### src/rtl/cnt_2_10_r.sv
// cnt_2_10_r: synchronous decade (mod-10) up/down counter.
// dir = 0 counts up 0..9 and wraps 9 -> 0; dir = 1 counts down and wraps 0 -> 9.
// reset is synchronous and active-high and has priority over dir.
// Codes 10..15 can only be present before the first reset. Any of them
// returns to 0 on the next non-reset edge, whatever the direction.
module cnt_2_10_r (
    input  logic       clk,
    input  logic       reset,
    input  logic       dir,
    output logic [3:0] cntQ
);

    logic [3:0] count;
    logic [3:0] count_next;

    // Next count: recovery from an illegal code, otherwise wrap-aware step in the selected direction
    always_comb begin
        count_next = '0;
        if (count > 4'd9) begin
            count_next = '0;
        end else if (!dir) begin
            count_next = (count == 4'd9) ? 4'd0 : count + 4'd1;
        end else begin
            count_next = (count == 4'd0) ? 4'd9 : count - 4'd1;
        end
    end

    // State register with synchronous clear
    always_ff @(posedge clk) begin
        if (reset) begin
            count <= '0;
        end else begin
            count <= count_next;
        end
    end

    assign cntQ = count;

endmodule

### config.mk
export PLATFORM = sky130hd
export DESIGN_NAME = cnt_2_10_r
export DESIGN_NICKNAME = d
export VERILOG_FILES = /design/src/rtl/cnt_2_10_r.sv
export SDC_FILE = /design/constraint.sdc
export NUM_CORES = 1
export LEC_CHECK = 0
export CAP_MARGIN = 20
export CELL_PAD_IN_SITES_DETAIL_PLACEMENT = 1
export CELL_PAD_IN_SITES_GLOBAL_PLACEMENT = 1
export CORE_AREA = 2 2 39 41
export CTS_CLUSTER_SIZE = 20
export DETAILED_ROUTE_END_ITERATION = 8
export DIE_AREA = 0 0 41 43
export PLACE_DENSITY = 0.5
export SKIP_CTS_REPAIR_TIMING = 1
export SYNTH_ARGS = -nofsm -noshare
export SYNTH_HDL_FRONTEND = slang
export SYNTH_SLANG_ARGS = --single-unit
### constraint.sdc
create_clock -name clk -period 1.5 [get_ports clk]
set_input_delay 0.225 -clock clk [delete_from_list [all_inputs] [get_ports clk]]
set_output_delay 0.225 -clock clk [all_outputs]
set_load 0.05 [all_outputs]
### Word level (Yosys, flattened, before mapping)

Cells that the tools add are included.
W data, S select, Z words.

* bits of input ports: 3
* register bits: 4
* word-level logic and storage cells: 10
* output and inout port bits: 4

* reduce and logical (&&, ||, !) cells: 2
* $add $sub $neg: 2
* equal/unequal tests: 1
* order comparisons: 1
* muxes and demuxes: 3

Operator list (count)
* $mux W4: 3
* $add A4 B1 Y4 const B: 1
* $eq A4 B4 Y1 const B: 1
* $gt A4 B4 Y1 const B: 1
* $logic_not A4 Y1: 1
* $sub A4 B1 Y4 const B: 1
* $reduce_or A2 Y1: 1

### Depth between registers and ports, before layout

* word-level depth: 3
* depth in mapped cells: 4
* mapped depth without buffers: 3

### Worst setup path after synthesis

No wires, ideal clock.

* path kind: reg2reg
* from: reg count[0] (netlist: cntQ[0])
* to: reg count[1] (netlist: cntQ[1])
* slack: -0.047 ns
* data arrival time: 1.483 ns
* data required time: 1.436 ns
* stages on the path, launching flop included: 4
* clock period less this slack: 1.547 ns
* setup time: 0.064 ns
* path buffers: 0
* cells stage by stage: dfxtp_1 -> and2b_4 -> or4_1 -> nand4_1

* longest elaborated chain between the ends: 3
* elaborated cells between the ends (all ways): 9
* classes of those cells: add/sub: 2; order compare: 1; eq/ne: 1; mux: 3; reduce/logical: 2

Ends and longest elaborated chain
* start: declaration: line 13 `logic [3:0] count;`
* start signal: assignment: line 33 `count <= count_next;`
* $add A4 B1 Y4 (tied with other cells): line 22 `count_next = (count == 4'd9) ? 4'd0 : count + 4'd1;`
* $mux W4 (on tied branches): line 22, 24
* $mux W4: line 21 `end else if (!dir) begin`

Several ways; a longest one is shown, not always the timed one.
A chain may end at the register's enable or synchronous reset.

### Worst setup path in the final report

* from: in dir
* to: reg count[3] (netlist: cntQ[3])

* longest elaborated chain between the ends: 1

Ends and longest elaborated chain
* start: declaration: line 9 `input logic dir,`
* $mux W4: line 21

No other way between the ends.

==> run metrics <==
Chip Width=41 um; Worst path depth=5; CP Capture Type=flop; r2r setup slk=between 150 and 200 ps; pwr/cell area=1031 mW/mm^2; crit path from=dir; final core occ=between 20% and 30%; Final Hold Fails=0; largest cells by area after synthesis=dfxtp_1 31%, nor4bb_1 7.8%, nand4_1 4.9%, nand2_1 4.4%, nor2_1 4.4%; register area share after synthesis=between 30% and 40%; DR pass1 iterations=4; crit path capture=cntQ[3]; Leak Pwr=between 0.1 and 0.15 nW; WP data arrival=1490 ps; Placement Setup Slack=-76.32 ps; # setup viols final=0; reg-to-reg startpoint=cntQ[1]; min-delay worst type=flop to flop; vias in the first global route=287; max incr delay on CP=roughly 470 ps; Hold Path Origin=cntQ[0]; maximum VDD drop=0.2257 mV; Gate Count Post-Synth=31; Slew Viols, Final=0; wire per inst=13.16 um; cell row count=14; max reg flops=4; H-tree depth=1; global-route wire length before repair=between 1000 and 1500 um; DRT antenna net count=0; initial antenna violation count=0; min cycle time layout=about 1400 ps; area share of the largest cell type after synthesis=a little under a third; CTS Sinks=4; Max Root-Sink Buffers=2; Max Clk Rate=about 0.73 GHz; Die Span Y=43 um; area leader, netlist=dfxtp_1; Reg2Reg Depth=3; IO buf count=6; CP bufs+invs=2; CTS root buffer=clkbuf_4; layout overhead on the synthesized area=60.49%; final wirelength=between 700 and 800 um; worst setup path category=input port to flop; Crit-path slowest cell=clkdlybuf4s50_1; post-synth cell types=22; syn_nets=34; CTS tree=built; Final Wtd Congestion=0.7413; Global Route Usage Sum=between 10% and 20%; nets=46; register bit total from synthesis=4; Slew HR=72.44%; Main synth FF type=dfxtp_1; DRC=0; warnings from Yosys=0; # diodes=0; Slew @ Worst Pin=a little over 400 ps; layout cells sized above 1=between 20% and 30%; Worst Setup Start Kind=input port; mean area per synthesized cell=around 8.3 sq um; largest net degree at the start of global routing=11; CP delay by family, top=buffers and inverters; GR Overflow Total=0; initial core utilization=between 10% and 20%; cts bufs inserted=3; max_cap viols=0; Design Power=between 0.4 and 0.5 mW; clock transition at the registers of the reported paths=30 ps; Post-synth ARST share=0%; CP required=1630 ps; worst path cell trace=clkdlybuf4s50_1, buf_4, nor4bb_1, a31oi_1, o32ai_1; FF-to-FF End=cntQ[3]; Tcrit/Tclk final=~91%; final setup margin=~140 ps; critical path peak fanout=5; vias per cell=~4.9; I/O Pins=7; area of the core=~0.0014 sq mm; dpl hpwl=554.6 um; unrepaired setup endpoints after global routing=no; Mapped Area=between 200 and 300 sq um; Clk Latency, worst-skew pair=between 200 and 250 ps; Die ar.=0.001763 sq mm; DR vias=282; outcome=finished clean; Clock Skew=5.579 ps; Post-synth EDFFs=0; Initial DRC Count=2
cells in the mapped netlist, drive strengths merged (2+ instances only):
master / number
nand2: 3
dfxtp: 4
nand4: 2
nor4bb: 2
nor2: 3
area by class of cell:
type | instances | area [sq um]
repair buffers | 8 | 115.1
clock buffers | 3 | 22.52
inverters | 1 | 3.754
well taps | 16 | 20.02
multi-input cells | 25 | 168.9
flip-flops and latches | 4 | 81.33
fillers | 167 | 972.2
how the worst min path moves through the flow:
stage	to	slack [ps]	cells past startpoint
3_5_place_dp	cntQ[3]	560	2
3_3_place_gp	cntQ[3]	540	2
5_1_grt	cntQ[3]	590	2
2_1_floorplan	cntQ[3]	340	1
4_1_cts	cntQ[3]	570	2
6_report	cntQ[3]	560	2
worst min-delay path, stage by stage, from the launching register on:
cell     delay [ps]
dfxtp_2         360
inv_1            60
o32ai_1          80
routing by layer:
| metal | GRT usage (%) | up-vias | wire, um |
|---|---|---|---|
| met3 | 4.712 | 2 | 47 |
| met5 | 0 | - | 0 |
| met2 | 13.75 | 7 | 369 |
| met1 | 11.86 | 135 | 319 |
| li1 | - | 138 | - |
| met4 | 10.00 | 0 | 14 |
metrics by stage:
stage	cells	TNS (ps)	cell area, sq um	hold slack [ps]
floorplan	31	0	257.7	340.5
global placement	54	0	389.1	543.4
detailed placement	54	-88.76	389.1	558.6
CTS	57	0	411.6	566.0
global route	57	0	411.6	592.6
finish	57	0	411.6	564.1
logic make-up (layout without fill, tap and decap cells):
kind of cell | count (synthesis) | in the layout | share of synthesized area, %
simple gates | 21 | 21 | 54.64
buf+inv | 2 | 12 | 2.924
flops | 4 | 4 | 31.22
compound gates | 3 | 3 | 7.805
xor+xnor | 1 | 1 | 3.415
layout by cell type (no fill, tap or decap), drive strengths merged:
cell type and n:
dfxtp 4, nand3 1, or4 1, clkdlybuf4s50 2, o32ai 1, clkbuf 3
a31oi 1, nor4bb 2, and2 1, inv 1, nor2b 1, and2b 1
nor2 3, nand2 3, or4b 1, nand4b 1, nand3b 1, o21ai 1
nand2b 1, nor4b 1, xnor2 1, or3b 1, nand4 2, buf 6
where the power goes:
| part | switching [mW] | internal, mW | total, mW | leakage, nW |
|---|---|---|---|---|
| Combinational | 0.0672 | 0.0736 | 0.141 | 0.102 |
| Clock | 0.0431 | 0.0894 | 0.133 | 0.0138 |
| Sequential | 0.0321 | 0.119 | 0.151 | 0.0331 |
| Total | 0.142 | 0.282 | 0.424 | 0.149 |
(Power assumes the default switching activity.)
==> edit 1 (same flow settings) <==
Add an input register stage for `dir`, cleared by the reset; this delays it by one clock.
--- a/src/rtl/cnt_2_10_r.sv
+++ b/src/rtl/cnt_2_10_r.sv
@@ -10,6 +10,16 @@
     output logic [3:0] cntQ
 );
 
+    logic dir_q;
+
+    always_ff @(posedge clk) begin
+        if (reset) begin
+            dir_q <= '0;
+        end else begin
+            dir_q <= dir;
+        end
+    end
+
     logic [3:0] count;
     logic [3:0] count_next;
 
@@ -18,7 +28,7 @@
         count_next = '0;
         if (count > 4'd9) begin
             count_next = '0;
-        end else if (!dir) begin
+        end else if (!dir_q) begin
             count_next = (count == 4'd9) ? 4'd0 : count + 4'd1;
         end else begin
             count_next = (count == 4'd0) ? 4'd9 : count - 4'd1;
Behaviour: not the same (a bounded check fails within 4 cycles, from zero or initial values and one cycle with reset high).
==> edit 1 against the original RTL <==
Setup slack improved by 0.058 ns; sequential cell count up 1; synthesized area grew 11%; power rose by 4.1%; final area rose by 7.9%; synthesized cell count rose by 6.5%; sequential share of layout area rose by 3.3 points; wire length rose by 9.7%; largest power group unchanged.
==> edit 1: results (changes against the original RTL) <==
metric,value,unit,change
synth_commonest_cells,"5 x dfxtp_1, 3 x nand2_1, 3 x nor2_1",,
hold_class,input pin to flip-flop,,
cp_max_fo,8,,+3
synthAdderAreaFrac,0,,unchanged
ys_seq_area_frac,0.351,,+0.0387
syn-num-nets,36,,+5.9%
ys_warn_count,0,,unchanged
syn_inst,33,,+6.5%
worstMarginPinSlew,0.317,ns,-0.0958 ns
grt_max_degree,11,,unchanged
hold_viol_final,0,,unchanged
synth_area_leaders,"dfxtp_1 35%, nor4bb_1 7.0%, nand4_1 4.4%, nor2b_1 4.4%, nand2_1 3.9%",,
r2r_start,cntQ[0],,
io_buffer_count,6,,unchanged
dpl.cell_count,56,,+3.7%
cts_root_buf,clkbuf_4,,
synth-compound-area-share,0.0702,,-0.00787
clk_path_buf_depth,2,,unchanged
gp_congestion,0.784,,+5.7%
drt_iter0_markers,4,,+2
ys_async_sr_fraction,0,,unchanged
grt.total_usage,0.120,,+0.0152
grt_first_pass_wirelength,1.41,mm,+20%
p_leak,0.161,nW,+8.3%
wirelength,823,um,+9.7%
h-tree-depth,1,,unchanged
via_per_inst,4.93,,-0.28%
regToRegSetupSlack,0.20,ns,
clock_skew,0.00106,ns,-0.00452 ns
fin_nets,48,,+4.3%
fin_setup_tns,0,ns,unchanged
outcome,completed,,
rr_worst_depth,3,,unchanged
critPathCapture,cntQ[1],,
via_count,296,,+5.0%
ir_drop,320,uV,+42%
synthXorXnorAreaFrac,0.0307,,-0.00344
grt_pass1_vias,309,,+7.7%
drtPass1Iterations,2,,-2
startpoint,cntQ[0],,
worstPathArrival,1.47,ns,-0.02 ns
drive_gt1_frac,0.273,,+0.00443
[edit 1: changes by cell type after synthesis, sizes merged]
cell    before  now
clkbuf       1    0
buf          0    1
or2b         0    1
nand2b       1    0
dfxtp        4    5
nor2b        1    2
[edit 1: critical path: stages (launching register included)]
cell and delay [ns]:
dfxtp_2 0.42, and2b_4 0.22, or4_1 0.48, nand4_1 0.11
[edit 1: metrics by stage]
step	total power [mW]	hold WS, ns	util	worst slack [ns]	instance area, um^2
after floorplan	0.228	0.297	-	0.0648	288
after global placement	0.288	0.545	0.302	0.177	418
after detailed placement	0.292	0.559	0.302	0.111	418
after CTS	0.451	0.556	0.321	0.189	444
after global routing	0.471	0.578	0.321	0.161	444
final	0.442	0.559	0.321	0.197	444
[edit 1: cells by family after synthesis]
| logic type | Yosys count |
|---|---|
| compound gates | 3 |
| xor+xnor | 1 |
| buf+inv | 2 |
| flops | 5 |
| simple gates | 22 |
[edit 1: power by group]
part	internal (mW)	switching [mW]	leakage (nW)	total, mW
clock	0.100	0.0516	0.0150	0.152
sequential	0.145	0.0266	0.0418	0.172
combinational	0.0624	0.0558	0.105	0.118
total	0.308	0.134	0.161	0.442
[edit 1: how the worst min path moves through the flow]
| stage | from | to | slack [ns] | depth (start not counted) |
|---|---|---|---|---|
| floorplan | reset | dir_q | 0.30 | 1 |
| global placement | cntQ[0] | cntQ[3] | 0.55 | 2 |
| detailed placement | cntQ[0] | cntQ[3] | 0.56 | 2 |
| CTS | dir | dir_q | 0.56 | 2 |
| global route | dir | dir_q | 0.58 | 2 |
| finish | dir | dir_q | 0.56 | 2 |
[edit 1: per-layer routing]
metal  wire, um  global-route usage
met4          4              0.0800
met3         51              0.0366
met1        353               0.151
met5          0                   0
met2        414               0.169
[edit 1: layout make-up]
cell class / instances / area, um^2
Inverter: 1 / 3.75
Clock buffer: 4 / 26.3
Sequential cell: 5 / 103
Timing Repair Buffer: 8 / 115
Multi-Input combinational cell: 26 / 176
Tap cell: 16 / 20.0
Fill cell: 167 / 940
==> edit 2 (config.mk and constraints unchanged) <==
Made on the original files. Make the reset (`reset`) asynchronous in one clocked block.
--- a/src/rtl/cnt_2_10_r.sv
+++ b/src/rtl/cnt_2_10_r.sv
@@ -26,7 +26,7 @@
     end
 
     // State register with synchronous clear
-    always_ff @(posedge clk) begin
+    always_ff @(posedge clk or posedge reset) begin
         if (reset) begin
             count <= '0;
         end else begin
Formal check against the unedited RTL: differs if reset is asserted again (counterexample within 4 cycles, from zero or initial values and one cycle with reset high); with reset held inactive, the same outputs for 10 cycles.
==> edit 2 against the original RTL <==
Worst hold slack got worse by 0.39 ns; sequential cell count did not move; setup slack improved by 0.019 ns; die area did not move; sequential share of layout area rose by 4.6 points; wire length fell by 14%; final cell count fell by 7.0%; final area rose by 2.4%; synthesized area rose by 6.8%.
Power is not compared: it rests on default switching activity, and its combinational part moved more than twofold at a synthesized area within 25%.
==> edit 2: results (changes against the original RTL) <==
metric,value,unit,change
multi_input_cells,19,,-24%
ys_seq_area_frac,0.365,,+0.0531
syn_inst,27,,-13%
grt_first_pass_wirelength,917,um,-22%
largest_register_ffs,4,,unchanged
grt.total_usage,0.0848,,-0.0206
dpl.cell_count,50,,-7.4%
placed_cell_area,397,um^2,+1.9%
power.internal,540,uW,
drive_gt1_frac,0.432,,+0.164
synthXorXnorAreaFrac,0.0639,,+0.0298
cp_max_fo,2,,-3
slowest_delay,0.39,ns,-0.08 ns
gp_congestion,0.771,,+4.0%
synth-compound-area-share,0.128,,+0.0498
syn-mean-instance-area,10.1,um^2,+23%
slowest_stage,dfrtp_2,,
n_all_buffers,9,,+1
yosys-mux-area-fraction,0.0365,,+0.0365
via_count,240,,-15%
regToRegSetupSlack,0.16,ns,-0.03 ns
yosysUniqueCellTypes,17,,-23%
clkTransAtPathRegs,0.04,ns,
cp_top_family,simple AND/OR/NAND/NOR gates,,
multi_input_area_share,0.341,,-0.0691
antenna_found_initial,0,,unchanged
grt_pass1_vias,226,,-21%
hold_class,input pin to async pin,,
worstMarginPinSlew,0.308,ns,-0.104 ns
syn-num-nets,30,,-12%
wire_per_inst,12.2,um,-7.2%
fillCellCount,160,,-4.2%
pre_cts_ws,-0.191,ns,-0.114 ns
regArea,103,um^2,+26%
drt_iter0_markers,10,,+8
io_buffer_count,6,,unchanged
buf_share,0.297,,+0.0171
multi_input_area,144,um^2,-15%
wirelength,647,um,-14%
antenna_cells,0,,unchanged
inv_count,2,,+1
grt_max_degree,9,,-2
r2r_start,cntQ[1],,
outcome,completed,,
hpwlAfterDp,472,um,-15%
synth_area_leaders,"dfrtp_1 37%, and4bb_2 9.1%, buf_6 8.2%, or3b_1 6.4%, xor2_1 6.4%",,
fin_nets,42,,-8.7%
holdWs,0.178,ns,-0.386 ns
clkCellAreaFrac,0.0534,,-0.00130
clock_skew,0.000618,ns,-0.00496 ns
clk_path_buf_depth,2,,unchanged
ys_async_sr_fraction,1.00,,+1.00
worstPathArrival,1.47,ns,-0.02 ns
rr_worst_depth,3,,unchanged
r2r-end,cntQ[1],,
[edit 2: how the worst max path moves through the flow]
stage	depth (start not counted)	end	slack (ns)	start
finish	3	cntQ[1]	0.16	cntQ[1]
global route	3	cntQ[1]	0.1	cntQ[1]
CTS	4	cntQ[1]	0.04	dir
detailed placement	4	cntQ[1]	-0.19	dir
global placement	4	cntQ[1]	-0.18	dir
floorplan	4	cntQ[2]	-0.03	cntQ[0]
[edit 2: per-layer routing]
| layer | vias to the layer above | track usage | wire, um | part of all wire |
|---|---|---|---|---|
| li1 | 116 | - | - | - |
| met1 | 116 | 0.0915 | 310 | 0.48 |
| met2 | 6 | 0.119 | 301 | 0.47 |
| met3 | 2 | 0.0157 | 14 | 0.022 |
| met4 | 0 | 0.100 | 22 | 0.034 |
| met5 | - | 0 | 0 | 0 |
